**config.mk**
```make
export PLATFORM = sky130hd
export DESIGN_NAME = midi_router_core
export DESIGN_NICKNAME = d
export VERILOG_FILES = /design/src/rtl/midi_router_core.sv
export SDC_FILE = /design/constraint.sdc
export NUM_CORES = 1
export LEC_CHECK = 0
export ABC_AREA = 1
export BUFFER_PORTS_ARGS = -buffer_cell sky130_fd_sc_hd__buf_2
export CORE_ASPECT_RATIO = 0.7
export CORE_MARGIN = 4
export CORE_UTILIZATION = 57
export CTS_CLUSTER_DIAMETER = 120
export DETAILED_ROUTE_END_ITERATION = 8
export GPL_ROUTABILITY_DRIVEN = 0
export MAX_ROUTING_LAYER = met4
export PLACE_DENSITY = 0.85
export RECOVER_POWER = 50
export SYNTH_ARGS = -nofsm -noshare
export SYNTH_HDL_FRONTEND = slang
export SYNTH_SLANG_ARGS = --single-unit
```
**constraint.sdc**
```tcl
create_clock -name clk -period 7.4 [get_ports clk]
set_input_delay 1.48 -clock clk [delete_from_list [all_inputs] [get_ports clk]]
set_output_delay 1.48 -clock clk [all_outputs]
set_load 0.02 [all_outputs]
```
**src/rtl/midi_router_core.sv**
```systemverilog
// midi_router_core
//
// Central switching stage of the MIDI router. Scans every port's RX FIFO
// round-robin, follows MIDI framing (message lengths, running status,
// SysEx, real-time bytes), and copies each byte to every destination port
// named in the source's route mask. While a message is in progress the core
// stays locked to its source, so messages from different sources never
// interleave on an output.
//
// Ports:
//   clk        system clock
//   rst        synchronous active-high reset
//   rx_empty   [PORTS]          per-port RX FIFO empty
//   rx_rden    [PORTS]          per-port RX FIFO read strobe (one-hot, one cycle)
//   rxdata     [PORTS*8]        per-port RX FIFO data, valid the cycle after rx_rden
//   tx_full    [PORTS]          per-port TX not ready
//   route      [PORTS*PORTS]    destination mask of source s at [s*PORTS +: PORTS]
//   txdv       [PORTS]          one-cycle write strobe per destination
//   txdata     [PORTS*8]        byte per destination, qualified by txdv
//   txcurport  [PORTS*4]        source port number per destination, qualified by txdv

module midi_router_core #(
    parameter int PORTS   = 8,
    parameter int TIMEOUT = 24000
) (
    input  logic                     clk,
    input  logic                     rst,
    input  logic [PORTS-1:0]         rx_empty,
    output logic [PORTS-1:0]         rx_rden,
    input  logic [PORTS*8-1:0]       rxdata,
    input  logic [PORTS-1:0]         tx_full,
    input  logic [PORTS*PORTS-1:0]   route,
    output logic [PORTS-1:0]         txdv,
    output logic [PORTS*8-1:0]       txdata,
    output logic [PORTS*4-1:0]       txcurport
);

    localparam logic [2:0] S_SCAN  = 3'd0;
    localparam logic [2:0] S_READ  = 3'd1;
    localparam logic [2:0] S_LATCH = 3'd2;
    localparam logic [2:0] S_SEND  = 3'd3;
    localparam logic [2:0] S_HOLD  = 3'd4;

    localparam int TW = (TIMEOUT > 1) ? $clog2(TIMEOUT) : 1;

    logic [2:0]       state;
    logic [3:0]       ptr;
    logic [3:0]       src;
    logic [7:0]       byte_r;
    logic             locked;
    logic             sysex;
    logic [1:0]       remaining;
    logic [TW-1:0]    timer;
    logic [7:0]       run_status [16];

    // Per-port views padded to 16 entries so a 4-bit port number always
    // indexes them exactly; padding ports look permanently empty.
    logic [15:0]      empty_ext;
    logic [7:0]       rx_bytes [16];
    logic [PORTS-1:0] route_of [16];

    logic             scan_hit;
    logic [3:0]       scan_sel;
    logic [7:0]       rx_byte;
    logic [PORTS-1:0] send_mask;

    // Port number base+off, wrapped modulo PORTS.
    function automatic logic [3:0] port_at(input logic [3:0] base, input int off);
        logic [4:0] s;
        s = {1'b0, base} + 5'(off);
        if (s >= 5'(PORTS))
            s = s - 5'(PORTS);
        return s[3:0];
    endfunction

    function automatic logic [3:0] next_port(input logic [3:0] p);
        if (int'(p) >= PORTS - 1)
            return 4'd0;
        return p + 4'd1;
    endfunction

    always_comb begin
        empty_ext = '1;
        empty_ext[PORTS-1:0] = rx_empty;
        for (int p = 0; p < 16; p++) begin
            rx_bytes[p] = 8'h00;
            route_of[p] = '0;
        end
        for (int p = 0; p < PORTS; p++) begin
            rx_bytes[p] = rxdata[p*8 +: 8];
            route_of[p] = route[p*PORTS +: PORTS];
        end
    end

    // Walk the offsets from the far end back towards ptr so the last hit
    // written is the nearest non-empty port at or after ptr.
    always_comb begin
        scan_hit = 1'b0;
        scan_sel = ptr;
        for (int i = PORTS - 1; i >= 0; i--) begin
            if (!empty_ext[port_at(ptr, i)]) begin
                scan_hit = 1'b1;
                scan_sel = port_at(ptr, i);
            end
        end
    end

    assign rx_byte   = rx_bytes[src];
    assign send_mask = route_of[src];

    for (genvar p = 0; p < PORTS; p++) begin : g_rden
        assign rx_rden[p] = (state == S_READ) && (src == 4'(p));
    end

    always_ff @(posedge clk) begin
        if (rst) begin
            state     <= S_SCAN;
            ptr       <= 4'd0;
            src       <= 4'd0;
            byte_r    <= 8'h00;
            locked    <= 1'b0;
            sysex     <= 1'b0;
            remaining <= 2'd0;
            timer     <= '0;
            txdv      <= '0;
            txdata    <= '0;
            txcurport <= '0;
            for (int p = 0; p < 16; p++)
                run_status[p] <= 8'h00;
        end else begin
            txdv <= '0;
            case (state)
                S_SCAN: begin
                    if (scan_hit) begin
                        src   <= scan_sel;
                        state <= S_READ;
                    end
                end

                S_READ: state <= S_LATCH;

                S_LATCH: begin
                    byte_r <= rx_byte;
                    state  <= S_SEND;
                    // Real-time bytes (F8-FF) pass straight through and leave
                    // the framing state untouched.
                    if (rx_byte < 8'hF8) begin
                        if (rx_byte[7]) begin
                            // Any other status byte terminates a SysEx in progress.
                            sysex <= 1'b0;
                            if (rx_byte < 8'hF0) begin
                                run_status[src] <= rx_byte;
                                remaining <= (rx_byte[7:5] == 3'b110) ? 2'd1 : 2'd2;
                                locked    <= 1'b1;
                            end else begin
                                run_status[src] <= 8'h00;
                                case (rx_byte)
                                    8'hF0: begin
                                        sysex     <= 1'b1;
                                        remaining <= 2'd0;
                                        locked    <= 1'b1;
                                    end
                                    8'hF1, 8'hF3: begin
                                        remaining <= 2'd1;
                                        locked    <= 1'b1;
                                    end
                                    8'hF2: begin
                                        remaining <= 2'd2;
                                        locked    <= 1'b1;
                                    end
                                    default: begin
                                        remaining <= 2'd0;
                                        locked    <= 1'b0;
                                    end
                                endcase
                            end
                        end else if (sysex) begin
                            // SysEx payload: forward as is.
                        end else if (remaining != 2'd0) begin
                            remaining <= remaining - 2'd1;
                        end else if (run_status[src] != 8'h00) begin
                            // First data byte of a running-status message.
                            remaining <= (run_status[src][7:5] == 3'b110) ? 2'd0 : 2'd1;
                            locked    <= 1'b1;
                        end else begin
                            // Orphan data byte: consumed without any output.
                            locked <= 1'b0;
                            ptr    <= next_port(src);
                            state  <= S_SCAN;
                        end
                    end
                end

                S_SEND: begin
                    if ((tx_full & send_mask) == '0) begin
                        txdv <= send_mask;
                        for (int d = 0; d < PORTS; d++) begin
                            if (send_mask[d]) begin
                                txdata[d*8 +: 8]    <= byte_r;
                                txcurport[d*4 +: 4] <= src;
                            end
                        end
                        if (locked && (sysex || remaining != 2'd0)) begin
                            timer <= '0;
                            state <= S_HOLD;
                        end else begin
                            locked <= 1'b0;
                            ptr    <= next_port(src);
                            state  <= S_SCAN;
                        end
                    end
                end

                S_HOLD: begin
                    if (!empty_ext[src]) begin
                        state <= S_READ;
                    end else if (timer == TW'(TIMEOUT - 1)) begin
                        // Abandon the unfinished message; running status survives.
                        locked    <= 1'b0;
                        sysex     <= 1'b0;
                        remaining <= 2'd0;
                        ptr       <= next_port(src);
                        state     <= S_SCAN;
                    end else begin
                        timer <= timer + 1'b1;
                    end
                end

                default: state <= S_SCAN;
            endcase
        end
    end

endmodule

```
Word-level counts from Yosys, hierarchy flattened

Memories as Yosys holds them, arrays and structs flattened. A register that Yosys moved wholly into a read port is not among the register bits.
Index checks and enable logic that the tools add are counted.

$add $sub $neg: 18
Reduce and logical (&&, ||, !) cells: 37
Equal/unequal tests: 35
Bitwise logic cells: 5
Magnitude comparators: 21
Mux-type cells: 143

Operators by type and width:

| kind                                                               | count |
|---|---|
| two-way mux 4 bit                                                  | 32 |
| binary-select mux 8 bit (select 4 bit)                             | 2 |
| two-way mux 1 bit                                                  | 64 |
| two-way mux 15 bit                                                 | 4 |
| two-way mux 8 bit                                                  | 6 |
| < comparator 4 x 5 -> 1 bit (second input constant)                | 9 |
| binary-select mux 1 bit (select 4 bit)                             | 9 |
| greater-or-equal comparator 5 x 4 -> 1 bit (second input constant) | 7 |
| == test 8 bit (second input constant)                              | 4 |
| subtractor 4 bit (second input constant)                           | 8 |
| case mux 15 bit (2 select lines)                                   | 1 |
| two-way mux 2 bit                                                  | 14 |
| AND reduction 3 bit                                                | 9 |
| inequality test 2 bit (second input constant)                      | 13 |
| adder 4 x 3 -> 5 bit (second input constant)                       | 4 |
| == test 4 x 3 -> 1 bit (second input constant)                     | 4 |
| < comparator 8 bit (second input constant)                         | 2 |
| adder 15 x 1 -> 15 bit (second input constant)                     | 1 |
| == test 15 bit (second input constant)                             | 1 |
| two-way mux 3 bit                                                  | 5 |
| case mux 3 bit (5 select lines)                                    | 1 |
| case mux 4 bit (3 select lines)                                    | 1 |
| adder 4 x 2 -> 5 bit (second input constant)                       | 2 |
| AND reduction 10 bit                                               | 1 |
| other kinds (36)                                                   | 55 |

Output and inout bits: 112
Input bits: 146
Logic and storage cells: 285
RAM bits: 128
Memories kept: 1
Register bits: 142

Memories:

| name       | words | width | read ports | clocked after memory_dff | write ports | line | text |
|---|---|---|---|---|---|---|---|
| run_status | 16    | 8     | 1          | 1                        | 16          | 54   | `logic [7:0] run_status [16];` |

Depth between registers and ports, before layout

Word-level depth: 16
Depth in mapped cells: 20
Gate-level depth less buffers: 19

Least setup slack after synthesis

Ideal clock, no wire load.

Path type: register to output
From: register src[0]
To: output port rx_rden[0]
Arrival time: 2.502 ns
Stages on the path, launching flop included: 11
Required time: 5.920 ns
Buffers on the path: 6
Setup slack: 3.418 ns
Cell sequence: dfxtp_1 -> buf_6 -> inv_2 -> buf_6 -> buf_6 -> clkbuf_1 -> clkbuf_1 -> clkbuf_1 -> ha_1 -> inv_1 -> nor3_1

Word-level cells in the longest chain between the ends: 2

RTL lines:

| item                     | line | text |
|---|---|---|
| start: declaration       | 48   | `logic [3:0] src;` |
| start signal: assignment | 135  | `src <= scan_sel;` |
| zero test 4 bit          | 112  | `assign rx_rden[p] = (state == S_READ) && (src == 4'(p));` |
| logical AND 1 bit        | 112  |  |
| end: declaration         | 29   | `output logic [PORTS-1:0] rx_rden,` |

Every way passes these cells.

Worst setup path in the final report

From: register src[2]
To: output port rx_rden[5]

Word-level cells in the longest chain between the ends: 2

RTL lines:

| item                   | line |
|---|---|
| == test 4 x 3 -> 1 bit | 112 |
| logical AND 1 bit      | 112 |

Every way passes these cells.

==> flow_summary_export.csv <==
group,metric,value,unit
timing,post-route-period-util,67.2,%
placed_design,dpl.hpwl,26.3,mm
routing,vias_per_cell,5.51,
cells_and_area,area_delta_synth_final,17.3,%
critical_path,crit_required,5.92,ns
synthesis,synthDominantCellAreaShare,29.2,%
cells_and_area,layout_common_cells,"nor2_1, nand2_1, o21ai_0",
cts,clk_path_buf_depth,3,
grt,grt_use_total,29.7,%
grt,grt_pass1_wl,60.1,mm
routing,wl_per_cell,16.8,um
timing,tightest_slew,2.42,ns
cells_and_area,fin_cells,2284,
cells_and_area,finalNetCount,2114,
grt,grt_max_degree,96,
synthesis,synth_top_cell_by_area,"edfxtp_1",
synthesis,synth_cell_types,39,
critical_path,cp_slowest_cell,"nor2_1",
critical_path,critPathCaptureType,"output port",
timing,hold_viol,0,
critical_path,crit_path_start_kind,"flip-flop",
timing,slew_headroom,-61.7,%
timing,rsz0062_at_grt,"no",
routing,wirelength,38.3,mm
synthesis,synthArstFlopShare,0,%
status,violations,"max-capacitance violations, max-slew violations",
timing,setup_violations,0,
cts,clock-sinks,274,
status,status,"finished with violations",
synthesis,synth_cells,1687,
critical_path,crit_path_max_fanout,16,
worst_hold_path,hold_start,"txcurport[31]$_SDFFE_PP0P_",
pwr,p_total,0.00524,W
cts,postCtsSetupRepairBufs,0,
routing,ant_nets,0,
cts,cts-hold-fix-buffers,0,
critical_path,reg2reg_from,"src[2]$_SDFFE_PP0P_",
worst_hold_path,hp-class,"reg -> reg",
timing,fin_crit,4.97,ns
grt,antenna_found_initial,0,
run,maxCapViolations,1,
pwr,p_leak,6.55,nW
die,rows,46,
synthesis,synth_area_leaders,"edfxtp_1, dfxtp_1, nor2_1",
cts,cts_resized,0,
cts,clkSlewWorstSetupHoldPaths,0.07,ns
synthesis,yosys_warnings,0,
routing,drtIter0Drc,1497,
synthesis,ys_seq_area_share,51.4,%
placed_design,pre_cts_ws,3.36,ns
cts,cts_tree,"built",
die,fp.dieH,135,um
routing,drtPass1Iterations,6,
timing,clock_skew,0.0208,ns
pwr,power.density,339,nW/um^2
cells_and_area,drive_gt1_share,11.3,%
cts,clk_latency,0.53,ns
timing,fmax,201,MHz
cts,htreeDepth,1,
timing,tns,0,ns
critical_path,crit_path_start,"src[2]$_SDFFE_PP0P_",
placed_design,dp.cells,2237,
synthesis,synthFlopType,"dfxtp_1",
critical_path,r2r_slack,2.67,ns
synthesis,syn_area,13200,sq um
timing,maxSlewViolCount,48,
critical_path,path_class,"reg -> out",
critical_path,worstPathCellList,"inv_1, nor2_1, clkbuf_1, inv_1, nor3_1, buf_2",
placed_design,portBuffers,257,
die,dieArea,25600,sq um
synthesis,ys_ff_latch,274,
die,io_pins,258,
timing,setup_slack,2.43,ns
die,core,22700,sq um
grt,grt_overflow,0,
die,die_x,190,um
critical_path,max_stage_delay,0.91,ns
cells_and_area,final_common_cell,"nor2_1",
cts,clockRootBuffer,"clkbuf_16",
routing,drc_errors,0,
critical_path,cp.arrival,3.49,ns
routing,vias,12600,
pwr,peakVddDrop,216,uV
synthesis,synth_edf_count,128,
critical_path,crit_top_cell,"inv_1",
cts,numCtsBuffers,25,
grt,grt_pass1_vias,11700,
die,start_util,58.1,%
synthesis,synth_area_per_cell,7.81,sq um
registers in the layout (all words and copies together) (netlist names), named ones only:
name / count
state: 3
timer: 15
remaining: 2
src: 4
run_status: 128
locked: 1
ptr: 4
txdv: 8
txcurport: 32
sysex: 1
byte_r: 8
txdata: 64
cell type report:
cell class | count | area (sq um)
clock buffers | 34 | 692
clock inverters | 12 | 133
well taps | 312 | 390
fillers | 1908 | 7220
flip-flops and latches | 274 | 6770
multi-input cells | 1288 | 5880
inverters | 95 | 357
repair buffers | 268 | 1230
diodes | 1 | 2.50
critical path: cells and delay by family (launching register included):
family,cells,cell delay [ns]
buf+inv,4,1.44
flops,1,0.41
simple gates,2,1.13
final timing paths:
path	endpoint	cells past startpoint
worst max-delay path	rx_rden[5]	6
worst min register to register	txcurport[31]$_SDFFE_PP0P_	2
worst max register to register	run_status[6][0]$_SDFFCE_PN0P_	12
worst min-delay path	txcurport[31]$_SDFFE_PP0P_	2
metal layers:
metal	vias to the layer above	track usage, %	routed length (um)
li1	6048	-	-
met1	5788	39.5	15600
met2	669	46.2	17600
met3	85	7.19	4130
met4	0	7.95	1030
met5	-	-	0
power breakdown:
group | leakage, nW | switching [W] | total [W] | internal (W)
logic | 3.68 | 0.00145 | 0.00206 | 0.000605
registers | 2.47 | 0.000173 | 0.00188 | 0.00171
clock network | 0.397 | 0.000570 | 0.00131 | 0.000735
per-stage QoR:
| step | instance area, sq um | util (%) | hold slack, ns |
|---|---|---|---|
| 2_1_floorplan | 13400 | - | 0.458 |
| 3_3_place_gp | 14800 | 65.1 | 0.426 |
| 3_5_place_dp | 14800 | 65.1 | 0.439 |
| 4_1_cts | 15600 | 68.7 | 0.454 |
| 5_1_grt | 15400 | 68.1 | 0.488 |
| 6_report | 15500 | 68.1 | 0.449 |
cells by family (layout without fill, tap and decap cells):
kind of cell,Yosys count,after routing,synth area share [%]
AOI/OAI and AO/OA,305,305,12.2
xor gates and xnor gates,11,11,0.731
adders and majority gates,16,16,1.52
buffers and inverters,188,409,5.85
DFF,274,274,51.4
other,1,65,0.0285
and+or+nand+nor,892,892,28.3
cell usage after synthesis, types with 3 or more instances:
master / count
nor2_1: 432
nand2_1: 277
o21ai_0: 194
dfxtp_1: 146
edfxtp_1: 128
nand3_1: 104
inv_1: 91
clkbuf_1: 72
a21oi_1: 69
nor3_1: 39
ha_1: 16
o211ai_1: 12
nand4_1: 11
o21ai_1: 11
o22ai_1: 10
xor2_1: 9
and3_1: 8
nand3_4: 8
buf_2: 7
buf_6: 6
buf_1: 5
nand2_2: 5
o21bai_1: 4
buf_4: 3
Power figures use the tool's default switching activity.
